<file path="src/rtl/decode_stage_hz.sv">
// ID stage and ID/EX register: decode, register file with write-through
// bypass, load-use stall detection, hold/flush control and a valid bit.
// Ports:
//   clk, rst (async, active-low)
//   ID in : InstrD, PCD, PCPlus4D, ValidD
//   WB in : RegWriteW, RDW, ResultW
//   ctl in: HoldE, FlushE
//   out   : StallD (comb), ValidE plus the registered E-stage bundle
module decode_stage_hz #(
  parameter int XLEN     = 32,
  parameter int NREG     = 32,
  parameter int ALUCTL_W = 3,
  localparam int AW      = $clog2(NREG)
) (
  input  logic                clk,
  input  logic                rst,
  input  logic [31:0]         InstrD,
  input  logic [XLEN-1:0]     PCD,
  input  logic [XLEN-1:0]     PCPlus4D,
  input  logic                ValidD,
  input  logic                RegWriteW,
  input  logic [AW-1:0]       RDW,
  input  logic [XLEN-1:0]     ResultW,
  input  logic                HoldE,
  input  logic                FlushE,
  output logic                StallD,
  output logic                ValidE,
  output logic                RegWriteE,
  output logic                ALUSrcE,
  output logic                MemWriteE,
  output logic                ResultSrcE,
  output logic                BranchE,
  output logic [ALUCTL_W-1:0] ALUControlE,
  output logic [XLEN-1:0]     RD1_E,
  output logic [XLEN-1:0]     RD2_E,
  output logic [XLEN-1:0]     Imm_Ext_E,
  output logic [XLEN-1:0]     PCE,
  output logic [XLEN-1:0]     PCPlus4E,
  output logic [AW-1:0]       RS1_E,
  output logic [AW-1:0]       RS2_E,
  output logic [AW-1:0]       RD_E
);

  localparam logic [6:0] OP_LW = 7'b0000011;
  localparam logic [6:0] OP_SW = 7'b0100011;
  localparam logic [6:0] OP_R  = 7'b0110011;
  localparam logic [6:0] OP_I  = 7'b0010011;
  localparam logic [6:0] OP_B  = 7'b1100011;

  typedef struct packed {
    logic                valid;
    logic                reg_write;
    logic                alu_src;
    logic                mem_write;
    logic                result_src;
    logic                branch;
    logic [ALUCTL_W-1:0] alu_ctl;
    logic [XLEN-1:0]     rd1;
    logic [XLEN-1:0]     rd2;
    logic [XLEN-1:0]     imm;
    logic [XLEN-1:0]     pc;
    logic [XLEN-1:0]     pc4;
    logic [AW-1:0]       rs1;
    logic [AW-1:0]       rs2;
    logic [AW-1:0]       rd;
  } id_ex_t;

  id_ex_t d;
  id_ex_t q;

  logic [6:0]      op;
  logic [2:0]      f3;
  logic            f7b5;
  logic [AW-1:0]   rs1;
  logic [AW-1:0]   rs2;
  logic [AW-1:0]   rd;
  logic            is_lw;
  logic            is_sw;
  logic            is_r;
  logic            is_i;
  logic            is_b;
  logic            c_rw;
  logic            c_asrc;
  logic            c_mw;
  logic            c_rsrc;
  logic            c_br;
  logic [2:0]      c_alu;
  logic [2:0]      alu_f3;
  logic            uses_rs2;
  logic [31:0]     imm_i;
  logic [31:0]     imm_s;
  logic [31:0]     imm_b;
  logic [31:0]     imm32;
  logic [XLEN-1:0] rf [NREG];
  logic [XLEN-1:0] rd1;
  logic [XLEN-1:0] rd2;
  logic            wb_en;
  logic            hz_rs1;
  logic            hz_rs2;

  assign op   = InstrD[6:0];
  assign f3   = InstrD[14:12];
  assign f7b5 = InstrD[30];
  assign rs1  = InstrD[15 +: AW];
  assign rs2  = InstrD[20 +: AW];
  assign rd   = InstrD[7 +: AW];

  assign is_lw = (op == OP_LW);
  assign is_sw = (op == OP_SW);
  assign is_r  = (op == OP_R);
  assign is_i  = (op == OP_I);
  assign is_b  = (op == OP_B);

  assign imm_i = {{20{InstrD[31]}}, InstrD[31:20]};
  assign imm_s = {{20{InstrD[31]}}, InstrD[31:25], InstrD[11:7]};
  assign imm_b = {{19{InstrD[31]}}, InstrD[31], InstrD[7],
                  InstrD[30:25], InstrD[11:8], 1'b0};

  // Shared by R and I-ALU; only R-type can select sub.
  always_comb begin
    alu_f3 = 3'b000;
    unique case (f3)
      3'b000:  alu_f3 = (is_r && f7b5) ? 3'b001 : 3'b000;
      3'b010:  alu_f3 = 3'b101;
      3'b110:  alu_f3 = 3'b011;
      3'b111:  alu_f3 = 3'b010;
      default: alu_f3 = 3'b000;
    endcase
  end

  always_comb begin
    c_rw     = 1'b0;
    c_asrc   = 1'b0;
    c_mw     = 1'b0;
    c_rsrc   = 1'b0;
    c_br     = 1'b0;
    c_alu    = 3'b000;
    uses_rs2 = 1'b0;
    imm32    = '0;
    unique case (1'b1)
      is_lw: begin
        c_rw   = 1'b1;
        c_asrc = 1'b1;
        c_rsrc = 1'b1;
        imm32  = imm_i;
      end
      is_sw: begin
        c_asrc   = 1'b1;
        c_mw     = 1'b1;
        uses_rs2 = 1'b1;
        imm32    = imm_s;
      end
      is_r: begin
        c_rw     = 1'b1;
        c_alu    = alu_f3;
        uses_rs2 = 1'b1;
      end
      is_i: begin
        c_rw   = 1'b1;
        c_asrc = 1'b1;
        c_alu  = alu_f3;
        imm32  = imm_i;
      end
      is_b: begin
        c_br     = 1'b1;
        c_alu    = 3'b001;
        uses_rs2 = 1'b1;
        imm32    = imm_b;
      end
      default: ;
    endcase
  end

  // rf[0] is never written, so x0 reads zero without a special case.
  assign wb_en = RegWriteW && (RDW != '0);

  always_ff @(posedge clk or negedge rst) begin
    if (!rst) begin
      for (int i = 0; i < NREG; i++) begin
        rf[i] <= '0;
      end
    end else if (wb_en) begin
      rf[RDW] <= ResultW;
    end
  end

  // Same-cycle writeback is forwarded so ID never sees stale data.
  always_comb begin
    rd1 = rf[rs1];
    rd2 = rf[rs2];
    if (wb_en && (RDW == rs1)) rd1 = ResultW;
    if (wb_en && (RDW == rs2)) rd2 = ResultW;
  end

  assign hz_rs1 = (q.rd == rs1);
  assign hz_rs2 = uses_rs2 && (q.rd == rs2);
  assign StallD = q.valid && q.result_src && (q.rd != '0)
               && ValidD && (hz_rs1 || hz_rs2);

  always_comb begin
    d       = '0;
    d.valid = ValidD;
    if (ValidD) begin
      d.reg_write  = c_rw;
      d.alu_src    = c_asrc;
      d.mem_write  = c_mw;
      d.result_src = c_rsrc;
      d.branch     = c_br;
      d.alu_ctl    = ALUCTL_W'(c_alu);
    end
    d.rd1 = rd1;
    d.rd2 = rd2;
    d.imm = XLEN'($signed(imm32));
    d.pc  = PCD;
    d.pc4 = PCPlus4D;
    d.rs1 = rs1;
    d.rs2 = rs2;
    d.rd  = rd;
  end

  // Flush beats hold; a load-use stall only bubbles when not held.
  always_ff @(posedge clk or negedge rst) begin
    if (!rst) begin
      q <= '0;
    end else if (FlushE || (!HoldE && StallD)) begin
      q <= '0;
    end else if (!HoldE) begin
      q <= d;
    end
  end

  assign ValidE      = q.valid;
  assign RegWriteE   = q.reg_write;
  assign ALUSrcE     = q.alu_src;
  assign MemWriteE   = q.mem_write;
  assign ResultSrcE  = q.result_src;
  assign BranchE     = q.branch;
  assign ALUControlE = q.alu_ctl;
  assign RD1_E       = q.rd1;
  assign RD2_E       = q.rd2;
  assign Imm_Ext_E   = q.imm;
  assign PCE         = q.pc;
  assign PCPlus4E    = q.pc4;
  assign RS1_E       = q.rs1;
  assign RS2_E       = q.rs2;
  assign RD_E        = q.rd;

endmodule

</file>
<file path="config.mk">
export PLATFORM = sky130hd
export DESIGN_NAME = decode_stage_hz
export DESIGN_NICKNAME = d
export VERILOG_FILES = /design/src/rtl/decode_stage_hz.sv
export SDC_FILE = /design/constraint.sdc
export NUM_CORES = 2
export LEC_CHECK = 0
export CAP_MARGIN = 20
export CELL_PAD_IN_SITES_DETAIL_PLACEMENT = 1
export CELL_PAD_IN_SITES_GLOBAL_PLACEMENT = 2
export CORE_MARGIN = 5
export CORE_UTILIZATION = 46
export DETAILED_ROUTE_END_ITERATION = 10
export GPL_ROUTABILITY_DRIVEN = 0
export PLACE_DENSITY = 0.91
export SYNTH_ARGS = -nofsm -noshare
export SYNTH_HDL_FRONTEND = slang
export SYNTH_SLANG_ARGS = --single-unit
export TNS_END_PERCENT = 20
</file>
<file path="constraint.sdc">
create_clock -name clk -period 4.8 [get_ports clk]
set_clock_uncertainty 0.05 [all_clocks]
set_input_delay 0.72 -clock clk [delete_from_list [all_inputs] [get_ports clk]]
set_output_delay 0.72 -clock clk [all_outputs]
set_load 0.02 [all_outputs]
</file>
Yosys cells after proc, flatten, opt, wreduce, memory -nomap -nowiden
Cells that the tools add are included.
Widths: inputs -> output; s select.
{"block": "totals", "word_cells": 113, "input_bits": 139, "register_bits": 1208, "out_inout_bits": 185}
{"block": "classes", "muxes": 24, "eq_ne": 13, "reduce_logical": 22, "bitwise_logic": 3, "order_cmp": 4}
{"op": "$bwmux 1024", "n": 1}
{"op": "$mux 184", "n": 2}
{"op": "$bmux 32 s5", "n": 2}
{"op": "$mux 32", "n": 7}
{"op": "$demux 32 s5", "n": 1}
{"op": "$pmux 32 s3", "n": 1}
{"op": "$eq 5x5->1", "n": 4}
{"op": "$ge 6x6->1 const B", "n": 3}
{"op": "$not 5->6", "n": 3}
{"op": "$eq 7x6->1 const B", "n": 2}
{"op": "$pmux 3 s4", "n": 1}
{"op": "$logic_and 1x1->1", "n": 11}
{"op": "$reduce_bool 5->1", "n": 2}
{"op": "$reduce_or 3->1", "n": 3}
{"op": "$mux 8", "n": 1}
{"op": "$eq 7x2->1 const B", "n": 1}
{"op": "$eq 7x5->1 const B", "n": 1}
{"op": "$eq 7x7->1 const B", "n": 1}
{"op": "$mux 1", "n": 7}
{"op": "$eq 3x3->1 const B", "n": 2}
{"op": "$lt 6x1->1 const B", "n": 1}
{"op": "$pmux 3 s2", "n": 1}
{"op": "$reduce_or 2->1", "n": 2}
{"op": "$eq 3x2->1 const B", "n": 1}
{"op": "other kinds (4)", "n": 5}

Logic depth before layout (Yosys ltp)
{"block": "depth", "ltp_word": 9, "ltp_mapped": 9, "ltp_nobuf": 5}

Least setup slack after synthesis
OpenSTA, ideal clock, no wires.
{"block": "synth_path", "path_kind": "input-to-reg", "from": "input port InstrD[16]", "to": "register q (netlist bit RD1_E[30])", "stages": 7, "n_path_buf": 3, "arrival_time_ps": 2244, "slack_ps": 2375, "required_time_ps": 4619, "setup_time_ps": 131, "path_cell_list": "buf_4 buf_6 buf_2 mux4_2 a22oi_1 and4_1 o211ai_1"}
{"block": "synth_between", "elab_chain_cells": 7, "word_cells_on_any_way": 15, "classes_between": "3 x eq/ne; 6 x mux; 1 x bitwise; 5 x reduce/logical"}
{"element": "from (decl)", "line_no": "17", "rtl": "input logic [31:0] InstrD,"}
{"element": "$not 5->6 (not written as such)", "line_no": "189", "rtl": "rd1 = rf[rs1];"}
{"element": "$bmux 32 s5", "line_no": "189"}
{"element": "$mux 32 (not written as such) (2 in a row)", "line_no": "189"}
{"element": "$mux 32", "line_no": "191", "rtl": "if (wb_en && (RDW == rs1)) rd1 = ResultW;"}
{"element": "$mux 184", "line_no": "227", "rtl": "end else if (!HoldE) begin"}
{"element": "$mux 184", "line_no": "225", "rtl": "end else if (FlushE || (!HoldE && StallD)) begin"}
{"element": "to (signal assigned)", "line_no": "224", "rtl": "q <= '0;"}
{"element": "to (signal assigned)", "line_no": "226", "rtl": "q <= '0;"}
{"element": "to (signal assigned)", "line_no": "228", "rtl": "q <= d;"}
{"element": "to (decl)", "line_no": "69", "rtl": "id_ex_t q;"}
Parallel ways exist; a longest one is shown, timed or not. The select of a mux whose other input is x is not followed.
A chain may end at the register's enable or synchronous reset.

Final worst setup path
{"block": "layout_path", "from": "input port InstrD[24]", "to": "output port StallD"}
{"block": "layout_between", "elab_chain_cells": 4}
{"element": "$eq 5x5->1", "line_no": "196", "rtl": "assign hz_rs2 = uses_rs2 && (q.rd == rs2);"}
{"element": "$logic_and 1x1->1", "line_no": "196"}
{"element": "$logic_or 1x1->1", "line_no": "198", "rtl": "&& ValidD && (hz_rs1 || hz_rs2);"}
{"element": "$logic_and 1x1->1", "line_no": "198"}
{"element": "to (decl)", "line_no": "26", "rtl": "output logic StallD,"}
Every way passes these cells.

==> key figures <==
Run status
  – Status: completed

Route
  – Final wirelength: ~230,000 um
  – Vias: between 40,000 and 50,000
  – Drt first pass iters: 6
  – Vias per cell: approximately 6.6
  – First DRT Iteration DRCs: 4,167
  – WL per Instance: approximately 33 um
  – Post-DRT Antenna Nets: 0
  – # DRC: 0

Clock network
  – H-Tree Depth: 4
  – Clk pin slew, worst setup/hold paths: 0.06 ns
  – CTS Buf Count: between 100 and 150
  – Post-CTS Setup Bufs: 0
  – Clk sinks: approximately 1,200
  – CTS root buf: clkbuf_16
  – Skew-Pair Late Insertion Delay: around 0.78 ns
  – CTS tree: built
  – Clock tree buffer depth: 3

Floorplan
  – Die area: roughly 140,000 um2
  – Die Span Y: approximately 380 um
  – Die Wd: 375 um
  – Core area: between 100,000 and 150,000 um2
  – IO Pins: roughly 320
  – Row count: 134
  – Initial core utilization: 46.1%

STA
  – Slew @ Worst Pin: between 1 and 1.5 ns
  – Slew HR: between 20% and 30%
  – Final hold violation count: 0
  – Unrepaired setup endpoints after global routing: false
  – Final Slew Violations: 0
  – Setup WS post-layout: 1.09 ns
  – Final period util: between 70 and 80%
  – Max Clock Freq: approximately 270 MHz
  – Tmin final: about 3.7 ns
  – Final number of setup-violating endpoints: 0
  – Setup_tns: 0 ns
  – Hold WS: approximately 0.33 ns

GRT
  – Largest net degree at the start of global routing: around 170
  – First-pass GRT wire length: 336,000 um
  – GRT Total Usage: 31.5%
  – Initial antenna violation count: 14
  – GR Overflow Total: 0
  – Vias in the first global route: roughly 50,000

Finish
  – Nets@finish: a little over 5,000
  – Share of layout cells above drive strength 1: a little over a quarter
  – Syn-to-layout area delta: 15.9%
  – Final core utilization: approximately 53%

Run
  – Max Cap Viol: 0

Power
  – Leak pwr: approximately 32 nW
  – Total power: approximately 30 mW
  – Maximum vdd drop: between 0.0003 and 0.0004 V
  – Power density over cell area: a little over 400 nW/um2

Critical path
  – CP max stage delay: approximately 0.7 ns
  – Critical path arrival: between 2 and 3 ns
  – Crit path launch type: input pin
  – WS Path Type: input pin to output port
  – Slowest CP cell: clkdlybuf4s50_1
  – CP Capture Type: output port
  – Reg2Reg Setup Slack: 1.77 ns
  – Data required, critical path: 4.03 ns
  – Worst-path cell chain: clkdlybuf4s50_1 -> xor2_1 -> nor3_1 -> and4_1 -> a31o_2 -> clkdlybuf4s50_1
  – CP Max Fanout: 9
  – Top cell by count, worst path: clkdlybuf4s50_1

Yosys
  – Synthesized area per cell: roughly 12 um2
  – Post-synth EDFFs: 0
  – Main synth FF type: dfrtp_1
  – Syn_nets: approximately 5,100
  – Most frequent cells after synthesis: dfrtp_1, mux2_2, mux2i_1
  – Synth area leader: dfrtp_1
  – Netlist cell types: between 40 and 50
  – Seq/Total Area, Yosys: between 40% and 50%
  – Flops & latches, synth: between 1,000 and 1,500
  – Top cell type's share of synthesized area: between 40% and 50%
  – Asr flop ratio synth: 100%
  – Mapped cell area: 61,400 um2
  – Top-count cell post-synth: dfrtp_1
  – Synthesized netlist cell count: roughly 5,000
  – Synth top area cells: dfrtp_1, mux2_2, mux2i_1, a22oi_1, mux4_2
  – Number of warnings issued by yosys: 0

Place
  – IO Port Bufs: 323
  – DP HPWL: between 100,000 and 150,000 um
  – Setup WS pre-CTS: 0.822 ns

Min path
  – Worst hold path class: input pin to register
-- sequential cells by signal, indices dropped and copies added (netlist names) --
name / count
MemWriteE: 1
RegWriteE: 1
ALUControlE: 3
Imm_Ext_E: 13
PCPlus4E: 32
ALUSrcE: 1
RD1_E: 32
ResultSrcE: 1
RS2_E: 5
RS1_E: 5
RD_E: 5
ValidE: 1
RD2_E: 32
BranchE: 1
rf: 1024
PCE: 32
-- cell usage in the layout, fill, tap and decap left out, types with 10 or more instances in the layout --
| cell | netlist | routed |
|---|---|---|
| o221ai_1 | 12 | 12 |
| o21ai_1 | 51 | 51 |
| a22o_1 | 81 | 81 |
| nor2_4 | 0 | 22 |
| xor2_1 | 14 | 14 |
| mux2i_1 | 768 | 768 |
| a22oi_1 | 443 | 443 |
| buf_4 | 72 | 101 |
| clkbuf_16 | 0 | 145 |
| clkdlybuf4s50_1 | 0 | 318 |
| dfrtp_1 | 1189 | 1189 |
| mux2_2 | 812 | 812 |
| a32o_1 | 10 | 10 |
| nand3_1 | 195 | 195 |
| clkbuf_8 | 0 | 37 |
| clkbuf_1 | 318 | 30 |
| and4_1 | 63 | 63 |
| nor2_1 | 33 | 11 |
| mux4_2 | 128 | 128 |
| and2_1 | 55 | 52 |
| buf_12 | 0 | 39 |
| a41oi_1 | 51 | 51 |
| o21ai_0 | 190 | 190 |
| nand2_1 | 234 | 219 |
| clkinv_2 | 0 | 14 |
| inv_1 | 17 | 17 |
-- area by class of cell --
type | count | area (um2)
Antenna cell | 6 | 15.0
Clock buffer | 209 | 4180
Clock inverter | 30 | 377
Fill cell | 13300 | 61900
Inverter | 17 | 63.8
Multi-Input combinational cell | 3215 | 29500
Sequential cell | 1189 | 29800
Tap cell | 1768 | 2210
Timing Repair Buffer | 475 | 5090
-- metal layers --
| metal | up-vias | track usage [%] | part of all wire (%) |
|---|---|---|---|
| met3 | 643 | 6.81 | 7.3 |
| met4 | 8 | 16.0 | 5.3 |
| met1 | 24400 | 40.8 | 40 |
| met2 | 2009 | 50.3 | 47 |
| met5 | - | 0 | 0.026 |
| li1 | 18700 | - | - |
-- per-stage QoR --
step | cell area, um2 | cells
6_report | 71200 | 6909
5_1_grt | 71200 | 6904
4_1_cts | 70900 | 6893
3_5_place_dp | 66300 | 6653
3_3_place_gp | 66300 | 6650
2_1_floorplan | 61400 | 4961
-- worst paths after layout --
kind                                 start            to  depth (start not counted)
worst max-delay path            InstrD[24]        StallD                          6
worst min-delay path            InstrD[21]      RS2_E[1]                          2
worst max register to register     RD_E[1]  Imm_Ext_E[6]                          7
worst min register to register    rf[1016]      rf[1016]                          0
max in group asynchronous              rst       rf[408]                          3
min in group asynchronous              rst        rf[62]                          2
-- worst max-delay path, delay by kind of cell --
family	cells	cell delay (ns)
buffers and inverters	2	1.29
AND/OR/NAND/NOR	2	0.54
XOR/XNOR	1	0.26
AO/OA/AOI/OAI	1	0.13
-- cell families after synthesis --
| family | synth area share (%) |
|---|---|
| AND/OR/NAND/NOR | 5.25 |
| buffers and inverters | 4.09 |
| multiplexers | 32.1 |
| XOR/XNOR | 0.285 |
| flip-flops | 48.4 |
| AO/OA/AOI/OAI | 9.83 |
-- timing repair --
action | in CTS | in global routing
hold endpoints to repair | 62 | 0
resized for setup | 0 | 0
hold buffers | 1 | 0
-- power by group --
part           switching [mW]  total [mW]  internal, mW
clock                    4.38        10.7          6.36
combinational            2.70        5.50          2.80
sequential               1.42        13.2          11.7
total                    8.50        29.4          20.9
Power figures use the tool's default switching activity.
